--- config.mk ---
export PLATFORM = sky130hd
export DESIGN_NAME = vec_player_capture
export DESIGN_NICKNAME = d
export VERILOG_FILES = /design/src/rtl/vec_player_capture.sv
export SDC_FILE = /design/constraint.sdc
export NUM_CORES = 1
export LEC_CHECK = 0
export CORE_AREA = 2 2 340 342
export CTS_BUF_LIST = sky130_fd_sc_hd__clkbuf_8
export DETAILED_ROUTE_END_ITERATION = 12
export DIE_AREA = 0 0 342 344
export SLEW_MARGIN = 5
export SYNTH_ARGS = -nofsm -noshare
export SYNTH_HDL_FRONTEND = slang
export SYNTH_SLANG_ARGS = --single-unit
--- constraint.sdc ---
create_clock -name clk -period 4.4 [get_ports clk]
set_input_delay 0.88 -clock clk [delete_from_list [all_inputs] [get_ports clk]]
set_output_delay 0.88 -clock clk [all_outputs]
set_load 0.01 [all_outputs]
--- src/rtl/vec_player_capture.sv ---
// ---------------------------------------------------------------------------
// vec_player_capture
//
// Stimulus/response engine for combinational benchmark circuits (ISCAS85
// c17, c432, ...). Vectors are loaded into an internal memory while idle.
// A run applies each vector to the DUT and waits SETTLE_CYC cycles. It then
// captures the DUT response and folds it into a MISR signature. A run is
// either a single pass, a continuous loop (ended by stop), or single-step
// (one vector per step pulse).
//
// Ports:
//   clk        clock, all logic on posedge
//   rst        synchronous active-high reset
//   load_en    vector memory write strobe (honoured only while idle)
//   load_addr  vector memory write address
//   load_data  vector memory write data
//   vec_len    vectors per pass, sampled at start
//   mode       0 single, 1 loop, 2 step, 3 treated as single; sampled at start
//   start      begin a run (pulse, ignored while busy)
//   stop       end a loop/step run after the current vector
//   step       advance one vector in step mode
//   dut_in     registered stimulus to the DUT
//   dut_out    DUT response
//   cap_valid  one-cycle pulse, cap_data/cap_idx valid
//   cap_data   captured response
//   cap_idx    index of the captured vector
//   signature  running MISR value
//   busy       high whenever the engine is not idle
//   done       one-cycle pulse at the end of a run
//   pass_cnt   completed full passes, saturating
// ---------------------------------------------------------------------------
module vec_player_capture #(
    parameter int               IN_W       = 36,
    parameter int               OUT_W      = 7,
    parameter int               DEPTH      = 32,
    parameter int               ADDR_W     = 5,
    parameter int               SETTLE_CYC = 1,
    parameter logic [OUT_W-1:0] MISR_POLY  = 7'h03,
    parameter logic [OUT_W-1:0] MISR_SEED  = '0
) (
    input  logic              clk,
    input  logic              rst,
    input  logic              load_en,
    input  logic [ADDR_W-1:0] load_addr,
    input  logic [IN_W-1:0]   load_data,
    input  logic [ADDR_W:0]   vec_len,
    input  logic [1:0]        mode,
    input  logic              start,
    input  logic              stop,
    input  logic              step,
    output logic [IN_W-1:0]   dut_in,
    input  logic [OUT_W-1:0]  dut_out,
    output logic              cap_valid,
    output logic [OUT_W-1:0]  cap_data,
    output logic [ADDR_W-1:0] cap_idx,
    output logic [OUT_W-1:0]  signature,
    output logic              busy,
    output logic              done,
    output logic [15:0]       pass_cnt
);

    typedef enum logic [2:0] {
        S_IDLE,
        S_APPLY,
        S_SETTLE,
        S_CAPTURE,
        S_PAUSE,
        S_FINISH
    } state_t;

    localparam logic [1:0] MODE_SINGLE = 2'd0;
    localparam logic [1:0] MODE_LOOP   = 2'd1;
    localparam logic [1:0] MODE_STEP   = 2'd2;

    localparam int unsigned     DEPTH_U    = DEPTH;
    localparam int              SC_W       = (SETTLE_CYC > 1) ? $clog2(SETTLE_CYC) : 1;
    localparam logic [SC_W-1:0] SETTLE_LAST = SC_W'(SETTLE_CYC - 1);
    localparam logic [ADDR_W:0]   LEN_ONE  = 1;
    localparam logic [ADDR_W-1:0] IDX_ONE  = 1;

    function automatic logic [OUT_W-1:0] misr_step(input logic [OUT_W-1:0] s,
                                                   input logic [OUT_W-1:0] d);
        return (s << 1) ^ (s[OUT_W-1] ? MISR_POLY : '0) ^ d;
    endfunction

    function automatic logic [15:0] sat_inc16(input logic [15:0] v);
        return (v == 16'hFFFF) ? v : v + 16'd1;
    endfunction

    logic [IN_W-1:0] mem [DEPTH];

    state_t            state_q, state_d;
    logic [ADDR_W-1:0] idx_q, idx_d;
    logic [ADDR_W:0]   vec_len_q, vec_len_d;
    logic [1:0]        mode_q, mode_d;
    logic [SC_W-1:0]   settle_q, settle_d;
    logic              stop_seen_q, stop_seen_d;
    logic [IN_W-1:0]   dut_in_q, dut_in_d;
    logic              cap_valid_q, cap_valid_d;
    logic [OUT_W-1:0]  cap_data_q, cap_data_d;
    logic [ADDR_W-1:0] cap_idx_q, cap_idx_d;
    logic [OUT_W-1:0]  sig_q, sig_d;
    logic              done_q, done_d;
    logic [15:0]       pass_q, pass_d;

    logic              addr_ok;
    logic              len_bad;
    logic              is_last;
    logic [ADDR_W-1:0] idx_wrap;

    assign addr_ok  = (32'(load_addr) < DEPTH_U);
    // Length is validated on the latched copy, so an empty or oversized run
    // spends one cycle in APPLY before heading to FINISH.
    assign len_bad  = (vec_len_q == '0) || (32'(vec_len_q) > DEPTH_U);
    assign is_last  = ({1'b0, idx_q} == (vec_len_q - LEN_ONE));
    assign idx_wrap = is_last ? '0 : idx_q + IDX_ONE;

    // Memory is writable only while idle; it is never reset.
    always_ff @(posedge clk) begin
        if (state_q == S_IDLE && load_en && addr_ok) begin
            mem[load_addr] <= load_data;
        end
    end

    always_comb begin
        state_d     = state_q;
        idx_d       = idx_q;
        vec_len_d   = vec_len_q;
        mode_d      = mode_q;
        settle_d    = settle_q;
        stop_seen_d = stop_seen_q;
        dut_in_d    = dut_in_q;
        cap_valid_d = 1'b0;
        cap_data_d  = cap_data_q;
        cap_idx_d   = cap_idx_q;
        sig_d       = sig_q;
        done_d      = 1'b0;
        pass_d      = pass_q;

        case (state_q)
            S_IDLE: begin
                if (start) begin
                    vec_len_d   = vec_len;
                    mode_d      = (mode == 2'd3) ? MODE_SINGLE : mode;
                    idx_d       = '0;
                    sig_d       = MISR_SEED;
                    pass_d      = '0;
                    stop_seen_d = 1'b0;
                    state_d     = S_APPLY;
                end
            end
            S_APPLY: begin
                if (stop) stop_seen_d = 1'b1;
                if (len_bad) begin
                    state_d = S_FINISH;
                end else begin
                    dut_in_d = mem[idx_q];
                    settle_d = '0;
                    state_d  = S_SETTLE;
                end
            end
            S_SETTLE: begin
                if (stop) stop_seen_d = 1'b1;
                if (settle_q == SETTLE_LAST) begin
                    state_d = S_CAPTURE;
                end else begin
                    settle_d = settle_q + 1'b1;
                end
            end
            S_CAPTURE: begin
                cap_valid_d = 1'b1;
                cap_data_d  = dut_out;
                cap_idx_d   = idx_q;
                sig_d       = misr_step(sig_q, dut_out);
                stop_seen_d = 1'b0;
                if (is_last) pass_d = sat_inc16(pass_q);
                case (mode_q)
                    MODE_LOOP: begin
                        idx_d   = idx_wrap;
                        // A stop seen at any point of this vector, including
                        // the capture cycle itself, ends the run here.
                        state_d = (stop_seen_q || stop) ? S_FINISH : S_APPLY;
                    end
                    MODE_STEP: begin
                        idx_d   = idx_wrap;
                        state_d = S_PAUSE;
                    end
                    default: begin
                        if (is_last) begin
                            state_d = S_FINISH;
                        end else begin
                            idx_d   = idx_q + IDX_ONE;
                            state_d = S_APPLY;
                        end
                    end
                endcase
            end
            S_PAUSE: begin
                if (stop) begin
                    state_d = S_FINISH;
                end else if (step) begin
                    state_d = S_APPLY;
                end
            end
            S_FINISH: begin
                done_d  = 1'b1;
                state_d = S_IDLE;
            end
            default: begin
                state_d = S_IDLE;
            end
        endcase
    end

    always_ff @(posedge clk) begin
        if (rst) begin
            state_q     <= S_IDLE;
            idx_q       <= '0;
            vec_len_q   <= '0;
            mode_q      <= MODE_SINGLE;
            settle_q    <= '0;
            stop_seen_q <= 1'b0;
            dut_in_q    <= '0;
            cap_valid_q <= 1'b0;
            cap_data_q  <= '0;
            cap_idx_q   <= '0;
            sig_q       <= MISR_SEED;
            done_q      <= 1'b0;
            pass_q      <= '0;
        end else begin
            state_q     <= state_d;
            idx_q       <= idx_d;
            vec_len_q   <= vec_len_d;
            mode_q      <= mode_d;
            settle_q    <= settle_d;
            stop_seen_q <= stop_seen_d;
            dut_in_q    <= dut_in_d;
            cap_valid_q <= cap_valid_d;
            cap_data_q  <= cap_data_d;
            cap_idx_q   <= cap_idx_d;
            sig_q       <= sig_d;
            done_q      <= done_d;
            pass_q      <= pass_d;
        end
    end

    assign dut_in    = dut_in_q;
    assign cap_valid = cap_valid_q;
    assign cap_data  = cap_data_q;
    assign cap_idx   = cap_idx_q;
    assign signature = sig_q;
    assign busy      = (state_q != S_IDLE);
    assign done      = done_q;
    assign pass_cnt  = pass_q;

endmodule
== After elaboration in Yosys (flattened, before gate mapping) ==
Memory sizes are Yosys's and may differ from the RTL's. A register that Yosys moved wholly into a read port is not among the register bits.
Cells that the tools add are included.

* Output and inout bits: 74
* Register bits after elaboration: 55
* Logic and storage cells: 90
* Bits in writable memories: 1152
* Memories kept: 1
* Bits of input ports: 62

* Reduce and logical (&&, ||, !) cells: 19
* $add $sub $neg: 4
* Bitwise logic cells: 3
* Order comparisons: 1
* Equal/unequal tests: 18
* Multiplexer cells: 32

{| class="wikitable"
|+ Memory list
! name !! depth !! width !! read ports !! clocked after Yosys merged registers in !! write ports !! line !! RTL
|-
| mem || 32 || 36 || 1 || 1 || 1 || 90 || <nowiki>logic [IN_W-1:0] mem [DEPTH];</nowiki>
|}

{| class="wikitable"
|+ Operator list
! operator !! number
|-
| 16-bit two-way mux || 3
|-
| 16-bit case mux with 2 select lines || 1
|-
| 3-bit two-way mux || 7
|-
| 5-bit two-way mux || 4
|-
| 16-bit by 1-bit adder with 16-bit output, second input constant || 1
|-
| 16-bit equality test, second input constant || 1
|-
| 3-bit case mux with 5 select lines || 1
|-
| 7-bit case mux with 2 select lines || 1
|-
| 2-bit != test, second input constant || 5
|-
| 5-bit case mux with 2 select lines || 1
|-
| 3-bit AND reduction || 3
|-
| 1-bit two-way mux || 8
|-
| 2-bit AND reduction || 4
|-
| 7-bit two-way mux || 1
|-
| 7-bit by 2-bit XOR with 7-bit output || 1
|-
| 7-bit XOR || 1
|-
| 3-bit by 2-bit equality test with 1-bit output, second input constant || 2
|-
| 3-bit equality test, second input constant || 2
|-
| 5-bit by 6-bit equality test with 1-bit output || 1
|-
| 6-bit greater-than comparator, second input constant || 1
|-
| 6-bit zero test || 1
|-
| 3-bit != test, second input constant || 2
|-
| 3-bit case mux with 2 select lines || 1
|-
| 3-bit nonzero test || 2
|-
| other kinds (17) || 22
|}

== Longest topological paths before layout ==
Gate-level depths: netlist (run 1).

* Depth in word-level cells: 5
* Depth in mapped cells: 9
* Mapped depth without buffers: 8

== Worst setup path after synthesis (run 1) ==
OpenSTA, ideal clock, no wires.

* Path type: input-to-reg
* From: input port load_en
* To: memory mem[12][0], enable pin
* Library setup time: 429 ps
* Data arrival time: 2969 ps
* Path buffers: 1
* Setup slack: 1001 ps
* Stages: 4
* Data required time: 3971 ps
* Cell sequence: nand2_1 -> or3_1 -> clkbuf_1 -> nor2_1

* Word-level cells in the longest chain between the ends: 3

{| class="wikitable"
|+ RTL lines
! item !! line !! RTL
|-
| start, declared || 43 || <nowiki>input logic load_en,</nowiki>
|-
| 1-bit logical AND || 120 || <nowiki>if (state_q == S_IDLE && load_en && addr_ok) begin</nowiki>
|-
| 1-bit two-way mux || 120 ||
|-
| 1-bit two-way mux (implied by the code) || 121 || <nowiki>mem[load_addr] <= load_data;</nowiki>
|-
| end, declared || 90 ||
|}

Every way passes these cells.

== Worst setup path in the final report (run 1) ==
* From: register state_q[2]
* To: output port busy

* Word-level cells in the longest chain between the ends: 1

{| class="wikitable"
|+ RTL lines
! item !! line !! RTL
|-
| start, declared || 92 || <nowiki>state_t state_q, state_d;</nowiki>
|-
| start signal, assigned || 231 || <nowiki>state_q <= state_d;</nowiki>
|-
| 3-bit nonzero test || 252 || <nowiki>assign busy = (state_q != S_IDLE);</nowiki>
|-
| end, declared || 57 || <nowiki>output logic busy,</nowiki>
|}

Every way passes these cells.

==> results.md, run 1 <==
Worst setup path:
- Data arrives at the worst endpoint at about 2.3 ns.
- In this run the worst path has a maximum fanout of 11.
- Data on the critical path is required at its endpoint by about 3.5 ns.
- Walking the worst path, the cells encountered are nor3_1 -> inv_1 -> clkdlybuf4s50_1.
- The critical path class is reg2out.
- The slowest stage cell on the critical path is clkdlybuf4s50_1.
- The type of element launching the critical path is a register.
- The worst setup path is captured at an output pin.
- The critical path's largest stage delay is about 0.5 ns.

Clock network:
- The insertion delay to the later sink of the worst-skew pair is approximately 0.85 ns.
- The clock passes through at most 3 buffers.
- After clock tree synthesis, the clock-pin slew on the worst setup and hold paths is 0.06 ns.
- The number of gates resized after cts is 0.
- Post-CTS timing repair inserted 0 buffers for setup.
- The tree is rooted in a clkbuf_8.
- The number of clock sinks seen by CTS is between 1000 and 1500.
- The total number of H-tree levels is 4.
- The hold buffer count at cts is 0.
- Counting the buffers created by CTS gives roughly 200.
- The clock tree from TritonCTS is done.

Pwr:
- Net switching is 23.2% of the power.
- In this run the static leakage power is 17.3 nW.
- The design draws 24.1 mW.
- The clock network burns between 30% and 40% of the power.
- The reported net switching power is between 5 and 6 mW.
- Internal power comes to 18.5 mW.
- The portion of total power attributed to combinational logic is about 7.5%.
- Of the total power, registers draw roughly 55%.
- The worst vdd rail ir drop is between 0.3 and 0.4 mV.
- For this design the ratio of total power to cell area is between 400 and 500 mW/mm^2.

Logic synthesis:
- Averaged over all synthesized cells, the footprint is between 20 and 25 um^2.
- After synthesis, the share of flip-flops with an asynchronous set or reset is 0%.
- edfxtp_1 is the most common cell in the netlist.
- The number of instances in the synthesized netlist is 2324.
- Yosys printed 0 warnings.
- The commonest cells after synthesis are 1152 x edfxtp_1, 288 x mux4_2, 227 x nand2_1.
- Sequential elements use 76.6% of the synthesized area.
- After synthesis, the cell types taking the most area are edfxtp_1 73%, mux4_2 14%, dfxtp_1 3.8%.
- The top cell type's share of synthesized area is between 70 and 80%.
- After synthesis the netlist holds a flip-flop and latch count of roughly 1200.
- The largest area contributor in the synthesized netlist is edfxtp_1.
- The number of enable flip-flop cells after synthesis is around 1200.
- The net count after synthesis is around 2400.
- Counting distinct cell types in the post-synthesis netlist gives 53.
- The total standard cell area after synthesis is about 0.048 mm^2.
- The flip-flop cell with the highest count after synthesis is edfxtp_1.

Floorplan:
- The area of the die is around 0.12 mm^2.
- For this configuration, the core starts out at a cell density of between 40% and 50%.
- The height of the chip is 344 um.
- The floorplan step set the die width to 342 um.
- The area of the placeable core is 0.114 mm^2.
- The I/O pin count is ~140.
- The number of placement rows is approximately 120.

Placement:
- During placement, the flow inserted port buffers numbering 135.
- The final RePlAce weighted congestion is 0.799.
- Summed over all nets, the half-perimeter wirelength after detailed placement is approximately 66000 um.

STA:
- The normalized max-slew margin is between 15 and 20%.
- Clock skew on the completed layout was measured at 0.0555 ns.
- The worst hold slack across all endpoints is between 0.4 and 0.5 ns.
- The number of pins exceeding their max-slew limit in the final report came to 0.
- Timing would allow up to roughly 0.32 GHz.
- The minimum clock period after layout is roughly 3.2 ns.
- Setup violations remaining at the end of the flow were counted as 0.
- The hold violation total from the final report is 0.
- Dividing the final minimum period by the clock period gives 72.1%.
- The actual slew at the worst max-slew pin is between 1 and 1.5 ns.
- Setup repair after global routing left no endpoint under its margin.
- The post-route setup TNS is 0 ns.

Final layout:
- The final layout contains between 2000 and 3000 nets.
- The total area of multi-input combinational cells is roughly 0.011 mm^2.
- Once layout is complete, the utilization of the core stands at 48.3%.
- The growth of design area from synthesis to finish is 15.8%.
- The fraction of final layout cells with drive strength greater than 1 is 24.0%.
- The layout has about 9400 filler cells.
- The area used by sequential logic in the layout is 0.0364 mm^2.

Drt:
- The average detailed-routed wire length per instance is 27.1 um.
- The pre-antenna-repair detailed-routing pass consisted of 5 iterations.
- After the first detailed-routing iteration, the DRC count stood at 2286.
- Using the TritonRoute via totals, the vias-per-cell ratio works out to ~5.6.
- For this block, the routed nets add up to around 120000 um of wire.
- In the routed design, unresolved DRC markers number 0.
- The total number of vias is 24200.
- The detail route stage leaves a number of antenna-violating nets equal to 0.

Global route:
- Entering global routing, the biggest net connects 97 pins.
- The initial antenna violation count was 2.
- The combined global-route utilization of all metal layers is 19.9%.
- Global routing finished with a remaining overflow of 0.
- The wire length of the first global-routing pass is between 150000 and 200000 um.
- The via count of the first global-routing pass is 25200.

Run:
- Across the run, the number of max-cap violations was 0.

Outcome:
- The run finished with clean final reports.

Hold path:
- The min-delay analysis places its worst path in the category reg2reg.
sequential cells by signal (all words and copies together) (netlist names), 3 cells and up:
signal,cells
cap_idx,5
cap_data,7
vec_len_q,6
dut_in,36
state_q,3
idx_q,5
pass_cnt,16
signature,7
mem,1152
power groups by stage:
stage / clock network [mW] / logic (mW) / registers [mW]
2_1_floorplan: 0 / 0.970 / 13.5
3_3_place_gp: 0 / 1.79 / 13.6
3_5_place_dp: 0 / 1.83 / 13.6
4_1_cts: 9.18 / 1.84 / 13.3
5_1_grt: 9.70 / 1.94 / 13.3
6_report: 8.97 / 1.80 / 13.3
layout make-up:
class	count	area share, %
Sequential cell	1242	66.2
Multi-Input combinational cell	938	19.6
Inverter	12	0.0910
Antenna cell	1	0.00455
Timing Repair Buffer	222	4.11
Tap cell	1512	3.44
Clock inverter	147	1.36
Clock buffer	207	5.18
metal layers:
layer  global-route usage, %  up-vias  routed length, um
met1                    27.8    12900              49600
met2                    32.4      868              56700
met5                       0        -                 12
li1                        -    10300                  -
met3                    3.53      165               7330
met4                    5.53        2               2260
worst max-delay path, delay by kind of cell, from the launching register on:
kind | cells | cell delay [ns]
buffers and inverters | 2 | 0.66
and+or+nand+nor | 1 | 0.40
DFF | 1 | 0.40
metrics by stage:
stage / setup WS, ns / instances / area, um^2
2_1_floorplan: 1.00 / 2324 / 47500
3_3_place_gp: 0.952 / 3926 / 51400
3_5_place_dp: 0.951 / 3926 / 51400
4_1_cts: 1.12 / 4280 / 55000
5_1_grt: 1.04 / 4281 / 55000
6_report: 1.23 / 4281 / 55000
cells by family after synthesis:
logic type / after synthesis / synth area share, %
buffers and inverters: 144 / 1.27
AO/OA/AOI/OAI: 195 / 3.23
adder cells (fa/ha/maj): 7 / 0.184
AND/OR/NAND/NOR: 365 / 3.35
XOR/XNOR: 15 / 0.276
flip-flops: 1242 / 76.6
multiplexers: 356 / 15.1
path summary, 6_finish.rpt:
kind | slack (ns) | depth (start not counted) | from | to
setup / recovery | 1.23 | 3 | state_q[2] | busy
hold / removal | 0.45 | 2 | cap_data[5] | cap_data[5]
setup reg to reg | 1.32 | 6 | state_q[2] | mem[16][21]
hold reg to reg | 0.45 | 2 | cap_data[5] | cap_data[5]
layout by cell type, fill, tap and decap left out, types with 36 or more instances in the layout:
cell	instances
a32oi_1	56
mux2i_1	60
inv_1	83
a21oi_1	51
nand2_1	227
clkbuf_8	207
edfxtp_1	1152
clkdlybuf4s50_1	131
buf_4	65
mux4_2	288
clkinv_1	51
nor2_4	36
dfxtp_1	86
No activity file was read; power rests on OpenSTA's default activity.
==> run 2, diff against run 1 <==
==> constraint.sdc (replaced) <==
create_clock -name clk -period 3.2 [get_ports clk]
set_input_delay 0.64 -clock clk [delete_from_list [all_inputs] [get_ports clk]]
set_output_delay 0.64 -clock clk [all_outputs]
set_load 0.01 [all_outputs]
==> run 2 against run 1 <==
Compared with the run above: combinational power increased by 45%; clock-buffer cell count grew 1; final area up 1.6%; sequential share of layout area shrank 1.1 points; global-route usage is 0.38 points higher; via count grew 1.8%; largest power group unchanged.
==> results.md, run 2 (synthesized netlist as in run 1, its figures left out) <==
Drt:
- The number of DRC violations after detailed routing is 0 (unchanged).
- The detail-routed via count per cell was 5.65 (about the same).
- The starting DRC count in detailed routing is 2691 (+18%).
- The antenna violation net count after detailed routing is 0 (unchanged).
- The total number of vias was 24600 (+1.8%).
- The average detailed-routed wire length per instance is 27.1 um (+0.21%).
- The final wirelength was 118000 um (+2.0%).
- The first-pass iteration count of the detailed router is 6 (+1).

Floorplan:
- The horizontal die dimension is 342 um (unchanged).
- The number of placement rows is 124 (unchanged).
- The height of the chip is 344 um (unchanged).
- The area of the die is 0.118 mm^2 (unchanged).
- The effective utilization at floorplan is 41.7% (unchanged).
- The I/O pin count is 136 (unchanged).
- The area of the placeable core is 0.114 mm^2 (unchanged).

Clock network:
- The total number of H-tree levels came to 4 (unchanged).
- The clock slew at the register clock pins of the worst setup and hold paths was 0.06 ns (about the same).
- The number of buffers inserted by post-CTS setup repair is 0 (unchanged).
- The clock tree from TritonCTS is done.
- The number of clock sinks seen by CTS is 1242 (unchanged).
- The hold buffer count at cts came to 0 (unchanged).
- The insertion delay to the later sink of the worst-skew pair is 0.86 ns (about the same).
- The maximum clock path buffer count was 3 (unchanged).
- The number of buffers created by CTS is 196 (unchanged).
- The number of gates resized after cts is 0 (unchanged).
- CTS placed an instance of clkbuf_8 at the clock tree root.

Final layout:
- The growth of design area from synthesis to finish is 17.7%.
- The final standard cell count with taps included and fillers excluded is 4359 (+1.8%).
- The number of flip-flops in the largest register is 1152 (unchanged).
- The fraction of final layout cells with drive strength greater than 1 is 26.5% (+2.5 points).
- The total area of multi-input combinational cells is 0.0108 mm^2 (unchanged).
- Leaving out fill and tap cells, the most frequent cells in the layout are 1152 x edfxtp_1, 288 x mux4_2, 227 x nand2_1.
- The share of the core filled with cells came to 49.1% (+0.79 points).
- The number of fillers in the final layout is 9307 (-0.84%).
- The most common cell after layout, fill and taps aside is edfxtp_1.
- The register with the most flip-flops in the final layout is mem.
- The net total in the final layout is 2756 (+2.8%).
- The area used by sequential logic in the layout is 0.0364 mm^2 (unchanged).

Worst setup path:
- The worst setup path is launched from a register.
- STA classifies the critical path endpoint as an output pin.
- Traced cell by cell, the critical path runs through nor3_1 -> buf_4 -> inv_1 -> clkdlybuf4s50_1.
- The required time of the critical path was 2.56 ns (-0.96 ns).
- The critical path data arrival time was 2.33 ns (+0.04 ns).
- The number of buffers and inverters on the critical path is 3 (+1).
- The critical path's largest stage delay is 0.47 ns (-0.04 ns).
- The cell family contributing the most delay on the critical path is buffers and inverters.
- The setup path with the least slack is of type reg2out.
- The slowest stage cell on the critical path is clkdlybuf4s50_1.
- The largest fanout on the critical path is 11 (unchanged).

Pwr:
- The static power due to leakage is 17.8 nW (+2.7%).
- The overall power of the completed layout is 33.5 mW (+39%).
- The power per cell area was 600 mW/mm^2 (+37%).
- The worst vdd rail ir drop is 0.451 mV (+45%).

STA:
- The worst path in the final design needs a cycle of around 3.0 ns, including I/O delays and setup.
- Setup repair after global routing left no endpoint under its margin.
- The hold violation total from the final report is 0 (unchanged).
- Based on the critical path, the design can be clocked at up to about 0.34 GHz.
- The setup-violating endpoint count in the final report is 0 (unchanged).
- The final critical-path share of the clock period is between 90% and 100%.
- The final setup skew is 0.0418 ns (-0.0137 ns).
- The number of pins exceeding their max-slew limit in the final report is 0 (unchanged).
- The normalized max-slew margin came to 31.5% (+16 points).
- The actual slew at the worst max-slew pin is 1.03 ns (-0.236 ns).

Global route:
- The wire length of the first global-routing pass is 173000 um (+1.8%).
- The combined global-route utilization of all metal layers was 20.3% (+0.38 points).
- The total global routing overflow came to 0 (unchanged).
- The maximum number of pins on one net before global-route repair is 62 (-36%).
- The initial antenna violation count was 3 (+1).
- The via count of the first global-routing pass is 25800 (+2.0%).

Placement:
- The instance count after placement with tap cells included was 4001 (+1.9%).
- The final RePlAce weighted congestion was 0.838 (+4.8%).
- The number of buffer cells added on primary ports is 135 (unchanged).
- The detailed-placement wirelength estimate is 73300 um (+10%).

Run:
- The number of max-capacitance violations reported is 0 (unchanged).

Hold path:
- The worst hold path belongs to the class in2reg.

Outcome:
- The flow ran to the end, and the final reports show no timing, DRC or antenna violations.
run 2: cell count changes in the layout (fill, tap and decap cells not counted), moves of 5 or more:
cell	delta
buf_12	+19
buf_4	+56
clkinv_1	-10
clkinv_2	+7
inv_1	-5
run 2: stage by stage:
step | setup slack, ns | hold slack (ns) | area, um^2 | TNS [ns]
2_1_floorplan | -0.151 | 0.449 | 47500 | -42.38
3_3_place_gp | 0.394 | 0.443 | 52200 | 0
3_5_place_dp | 0.348 | 0.448 | 52200 | 0
4_1_cts | 0.0974 | 0.303 | 55900 | 0
5_1_grt | 0.0853 | 0.340 | 55900 | 0
6_report | 0.230 | 0.370 | 55900 | 0
run 2: final timing paths:
path | start | to | slack, ns | depth (start not counted)
setup / recovery | state_q[2] | busy | 0.23 | 4
hold / removal | vec_len[0] | vec_len_q[0] | 0.37 | 3
setup reg to reg | idx_q[4] | dut_in[34] | 0.45 | 5
hold reg to reg | cap_idx[1] | cap_idx[1] | 0.45 | 2
run 2: area by class of cell:
type	count	share of cell area, %
antenna	3	0.0134
clock buffer	208	5.12
clock inverter	147	1.47
inverter	12	0.0895
multi-input combinational	938	19.3
sequential	1242	65.1
tap	1512	3.38
timing repair buffer	297	5.49
run 2: worst register-to-register path, stage by stage, from the launching register on:
cell	delay, ns
dfxtp_1	0.43
buf_4	0.26
inv_1	0.19
nor2_4	0.78
a32oi_1	0.52
a32o_1	0.43
run 2: layer usage:
layer	track usage, %	part of all wire (%)	vias up
met2	32.6	48	945
met3	5.10	8.3	163
met4	5.24	1.7	2
met1	27.8	42	13100
li1	-	-	10400
met5	0	0.0059	-
run 2: report_power, final:
group          internal [mW]  switching [mW]
sequential              18.1           0.236
combinational           1.13            1.48
clock                   6.50            6.11
